[src/rtl/uart_pkg.sv]
// Shared UART definitions: FSM states, line levels and the baud divisor helper.
// Used by the transmitter now and by the planned receiver later.
package uart_pkg;

  typedef enum logic [2:0] {
    IDLE   = 3'd0,
    START  = 3'd1,
    DATA   = 3'd2,
    PARITY = 3'd3,
    STOP   = 3'd4
  } uart_state_t;

  localparam logic LINE_IDLE  = 1'b1;
  localparam logic LINE_START = 1'b0;

  function automatic int calc_baud_div(input int clk_freq, input int baud_rate);
    return clk_freq / baud_rate;
  endfunction

endpackage

[src/rtl/uart_baud_gen.sv]
// Bit-period counter: counts 0..BAUD_DIV-1 and flags the last cycle of each bit.
// Synchronous clear restarts the period so the first bit is full length.
module uart_baud_gen #(
  parameter int BAUD_DIV = 10
) (
  input  logic clk,
  input  logic rst,
  input  logic clr,
  output logic tick
);

  localparam int CNT_W = (BAUD_DIV > 1) ? $clog2(BAUD_DIV) : 1;
  localparam logic [CNT_W-1:0] CNT_LAST = CNT_W'(BAUD_DIV - 1);

  logic [CNT_W-1:0] cnt;

  always_ff @(posedge clk) begin
    if (!rst || clr) begin
      cnt <= '0;
    end else if (cnt == CNT_LAST) begin
      cnt <= '0;
    end else begin
      cnt <= cnt + CNT_W'(1);
    end
  end

  assign tick = (cnt == CNT_LAST);

endmodule

[src/rtl/uart_tx_param.sv]
// Parametrised UART transmitter with valid/ready intake and registered outputs.
// Optional parity bit is compiled in when UART_TX_PARITY_EN is defined.
module uart_tx_param
  import uart_pkg::*;
#(
  parameter int CLK_FREQ   = 100_000_000,
  parameter int BAUD_RATE  = 9600,
  parameter int BAUD_DIV   = calc_baud_div(CLK_FREQ, BAUD_RATE),
  parameter int DATA_W     = 8,
  parameter int STOP_BITS  = 1,
  parameter int PARITY_ODD = 0
) (
  input  logic              clk,
  input  logic              rst,
  input  logic              valid,
  output logic              ready,
  input  logic [DATA_W-1:0] data,
  output logic              busy,
  output logic              dout
);

  localparam int BIT_W = $clog2(DATA_W);
  localparam logic [BIT_W-1:0] BIT_LAST = BIT_W'(DATA_W - 1);
  localparam logic STOP_LAST = 1'(STOP_BITS - 1);

  if (DATA_W < 5 || DATA_W > 9 || STOP_BITS < 1 || STOP_BITS > 2 ||
      PARITY_ODD < 0 || PARITY_ODD > 1 || BAUD_DIV < 2) begin : g_cfg_err
    $error("uart_tx_param: illegal parameter combination");
  end

  uart_state_t      state_q, state_d;
  logic [BIT_W-1:0] bit_cnt_q, bit_cnt_d;
  logic             stop_cnt_q, stop_cnt_d;
  logic             dout_q, dout_d;
  logic             ready_q, busy_q;
  logic [DATA_W-1:0] shreg_q;
  logic             load, shift, tick;

  uart_baud_gen #(
    .BAUD_DIV(BAUD_DIV)
  ) u_baud (
    .clk (clk),
    .rst (rst),
    .clr (state_q == IDLE),
    .tick(tick)
  );

`ifdef UART_TX_PARITY_EN
  logic par_q;

  always_ff @(posedge clk) begin
    if (load) begin
      par_q <= (^data) ^ 1'(PARITY_ODD);
    end
  end
`endif

  // Control registers; ready/busy are registered from the next state
  always_ff @(posedge clk) begin
    if (!rst) begin
      state_q    <= IDLE;
      bit_cnt_q  <= '0;
      stop_cnt_q <= 1'b0;
      dout_q     <= LINE_IDLE;
      ready_q    <= 1'b1;
      busy_q     <= 1'b0;
    end else begin
      state_q    <= state_d;
      bit_cnt_q  <= bit_cnt_d;
      stop_cnt_q <= stop_cnt_d;
      dout_q     <= dout_d;
      ready_q    <= (state_d == IDLE);
      busy_q     <= (state_d != IDLE);
    end
  end

  // Payload shift register, LSB leaves first
  always_ff @(posedge clk) begin
    if (load) begin
      shreg_q <= data;
    end else if (shift) begin
      shreg_q <= {1'b0, shreg_q[DATA_W-1:1]};
    end
  end

  always_comb begin
    state_d    = state_q;
    bit_cnt_d  = bit_cnt_q;
    stop_cnt_d = stop_cnt_q;
    dout_d     = dout_q;
    load       = 1'b0;
    shift      = 1'b0;
    unique case (state_q)
      IDLE: begin
        dout_d = LINE_IDLE;
        if (valid) begin
          state_d = START;
          dout_d  = LINE_START;
          load    = 1'b1;
        end
      end
      START: begin
        if (tick) begin
          state_d   = DATA;
          dout_d    = shreg_q[0];
          shift     = 1'b1;
          bit_cnt_d = '0;
        end
      end
      DATA: begin
        if (tick) begin
          if (bit_cnt_q == BIT_LAST) begin
            bit_cnt_d = '0;
`ifdef UART_TX_PARITY_EN
            state_d   = PARITY;
            dout_d    = par_q;
`else
            state_d   = STOP;
            dout_d    = LINE_IDLE;
`endif
          end else begin
            bit_cnt_d = bit_cnt_q + BIT_W'(1);
            dout_d    = shreg_q[0];
            shift     = 1'b1;
          end
        end
      end
`ifdef UART_TX_PARITY_EN
      PARITY: begin
        if (tick) begin
          state_d = STOP;
          dout_d  = LINE_IDLE;
        end
      end
`endif
      STOP: begin
        dout_d = LINE_IDLE;
        if (tick) begin
          if (stop_cnt_q == STOP_LAST) begin
            state_d    = IDLE;
            stop_cnt_d = 1'b0;
          end else begin
            stop_cnt_d = 1'b1;
          end
        end
      end
      default: begin
        state_d = IDLE;
        dout_d  = LINE_IDLE;
      end
    endcase
  end

  assign dout  = dout_q;
  assign ready = ready_q;
  assign busy  = busy_q;

endmodule

[config.mk]
export PLATFORM = sky130hd
export DESIGN_NAME = uart_tx_param
export DESIGN_NICKNAME = d
export VERILOG_FILES = /design/src/rtl/uart_pkg.sv /design/src/rtl/uart_baud_gen.sv /design/src/rtl/uart_tx_param.sv
export SDC_FILE = /design/constraint.sdc
export NUM_CORES = 1
export LEC_CHECK = 0
export CAP_MARGIN = 10
export CORE_AREA = 2 2 81 83
export DETAILED_ROUTE_END_ITERATION = 8
export DIE_AREA = 0 0 83 85
export GPL_TIMING_DRIVEN = 1
export PLACE_DENSITY = 0.4
export SLEW_MARGIN = 10
export SYNTH_ARGS = -nofsm -noshare
export SYNTH_HDL_FRONTEND = slang
export SYNTH_SLANG_ARGS = --single-unit
[constraint.sdc]
create_clock -name clk -period 2.1 [get_ports clk]
set_input_delay 0.42 -clock clk [delete_from_list [all_inputs] [get_ports clk]]
set_output_delay 0.42 -clock clk [all_outputs]
set_load 0.05 [all_outputs]
==> metrics.cfg <==
[clock_tree]
cts_tree=built
cts_buffers=5
htree_levels=2
worstSkewPairLatency_ns=0.29
cts_setup_buffers=0
hold_buffers=0
cts_sinks=31
clockBufferDepth=2
cts_resized=0
clk_pin_slew_ns=0.07
root_buffer=clkbuf_8

[flow_run]
cap_violations=0

[floorplan]
die_x_um=83
core_sq_um=6200
die-area_sq_um=7060
rows=29
io-pin-count=14
start_util=0.240
die_height_um=85

[sta]
tightest_slew_ns=0.600
maxSlewHeadroom=0.597
finalSetupViolCount=0
fin_setup_tns_ns=0
post-route-min-period_ns=1.86
final.setup_skew_ns=0.00623
slew_violations=0
rsz0062_at_grt=no
timing.fmax_mhz=537
hold_violations=0
post-route-period-util=0.887

[drt]
via_count=1090
detail-route-antenna-nets=0
dr.pass1.iters=4
drc_errors=0
wl_um=2910
vias_per_cell=4.50
drtIter0Drc=29
wl_per_cell_um=12.0

[global_routing]
grt-ovfl-total=0
antenna_found_initial=0
grt_pass1_vias=1204
grt_max_degree=15
grt_pass1_wl_um=5370
grt_usage=0.0953

[logic_synthesis]
yosysWarnings=0
syn_nets=159
async_flop_share=0
synth.top_cells.by_area=dfxtp_1 31%, edfxtp_1 16%, mux2_2 6.0%, nor2_1 5.0%, xnor2_1 4.1%
syn_area_sq_um=1490
synth_cell_types=40
yosysTopAreaCell=dfxtp_1
netlist_instances=145
synthFlopType=dfxtp_1
ys_seq_area_frac=0.470
ys_seq_elements=31
syn_avg_cell_area_sq_um=10.3
yosysTopAreaCellShare=0.309
synth-edff-count=8

[critical_path]
arrival_ns=2.04
cp_max_fo=6
cp.required_ns=2.28
endpoint=bit_cnt_q[0]
crit_start=u_baud.cnt[0]
reg2reg_slack_ns=0.24
cp-end-kind=flip-flop
reg2reg_from=u_baud.cnt[0]
r2r_end=bit_cnt_q[0]
startpoint_type=flip-flop
critPathKind=flip-flop to flip-flop
reg2reg_depth=5

[outcome]
outcome=finished clean

[placed_design]
dp_cells=234
gp_congestion=0.755
portBuffers=13
dp_hpwl_um=2080

[finish]
n_antenna_cell=0
drive_above_1_share=0.182
final_cell_mix=23 x dfxtp_1, 20 x nor2_1, 13 x clkdlybuf4s50_1
final_cells=242
final_nets=178
layout_commonest_cell=dfxtp_1
synthToLayoutAreaGrowth_pct=21.5

[power]
intPower_mw=0.922
leakage_nw=0.621
p_per_area_nw_per_um2=672
pwr-share-comb=0.095
vdd_drop_max_mv=0.215
pwr-share-seq=0.525
clockPowerShare=0.380
fin_total_pwr_mw=1.22
switching_power_mw=0.296
swShare=0.243

[hold_path]
hold_class=flip-flop to flip-flop

## Yosys cell counts, types with 3 or more instances
cell type / n
a21oi_1: 4
ha_1: 3
inv_1: 5
a22o_1: 3
xnor2_1: 7
nor2b_1: 4
nand4_1: 5
nor2_1: 20
buf_2: 3
nand2_1: 6
nor3_1: 4
xor2_1: 4
dfxtp_1: 23
nand2b_1: 4
nand3_1: 5
mux2_2: 8
edfxtp_1: 8
## kinds of logic (layout without fill, tap and decap cells)
group           after synthesis  count (layout)  share of synthesized area
xor+xnor                     11              11                     0.0646
simple gates                 63              63                      0.239
flops                        31              31                      0.470
fa+ha+maj                     3               3                     0.0252
mux                           8               8                     0.0604
buf+inv                      13              33                     0.0478
compound gates               16              16                     0.0931
## power by group through the flow
stage | Combinational [mW] | Sequential, mW | Clock, mW
4_1_cts | 0.118 | 0.640 | 0.487
3_3_place_gp | 0.115 | 0.654 | 0
5_1_grt | 0.127 | 0.643 | 0.515
3_5_place_dp | 0.117 | 0.653 | 0
2_1_floorplan | 0.0536 | 0.669 | 0
6_report | 0.115 | 0.640 | 0.463
## worst max-delay path, stage by stage (launching register included)
cell and delay [ns]:
dfxtp_1 0.38, ha_1 0.23, and4_4 0.29, and4_1 0.41, a21boi_1 0.17, a22o_1 0.26
## worst min-delay path by stage
| stage | start | to | slack, ns | depth (start not counted) |
|---|---|---|---|---|
| after floorplan | u_baud.cnt[0] | u_baud.cnt[0] | 0.43 | 1 |
| after global routing | u_baud.cnt[0] | u_baud.cnt[0] | 0.52 | 1 |
| after global placement | u_baud.cnt[0] | u_baud.cnt[0] | 0.44 | 1 |
| after detailed placement | u_baud.cnt[0] | u_baud.cnt[0] | 0.45 | 1 |
| final | u_baud.cnt[0] | u_baud.cnt[0] | 0.47 | 1 |
| after CTS | u_baud.cnt[0] | u_baud.cnt[0] | 0.47 | 1 |
## sequential cells by signal, summed over array words and instances, names as in the netlist
signal      cells
state_q         3
shreg_q         8
ready           1
u_baud.cnt     14
dout            1
busy            1
bit_cnt_q       3
## area by class of cell
type / count / area (sq um)
clock buffer: 5 / 68.8
timing repair buffer: 20 / 183
fill: 628 / 4390
tap: 77 / 96.3
clock inverter: 3 / 20.0
multi-input combinational: 101 / 724
sequential: 31 / 701
inverter: 5 / 18.8
## metrics by stage
step                setup slack (ns)  hold slack [ns]  utilization  area (sq um)
finish                         0.237            0.468        0.292          1810
CTS                            0.212            0.471        0.292          1810
detailed placement             0.177            0.454        0.278          1720
floorplan                      0.165            0.430            -          1500
global route                  0.0911            0.525        0.292          1810
global placement               0.248            0.445        0.278          1720
## layer usage
layer  GRT usage  up-vias  part of all wire
li1            -      552                 -
met1       0.102      509              0.44
met2       0.163       23              0.49
met3      0.0379        6             0.047
met4      0.0492        0             0.024
met5           0        -                 0
No activity file was read; power rests on OpenSTA's default activity.
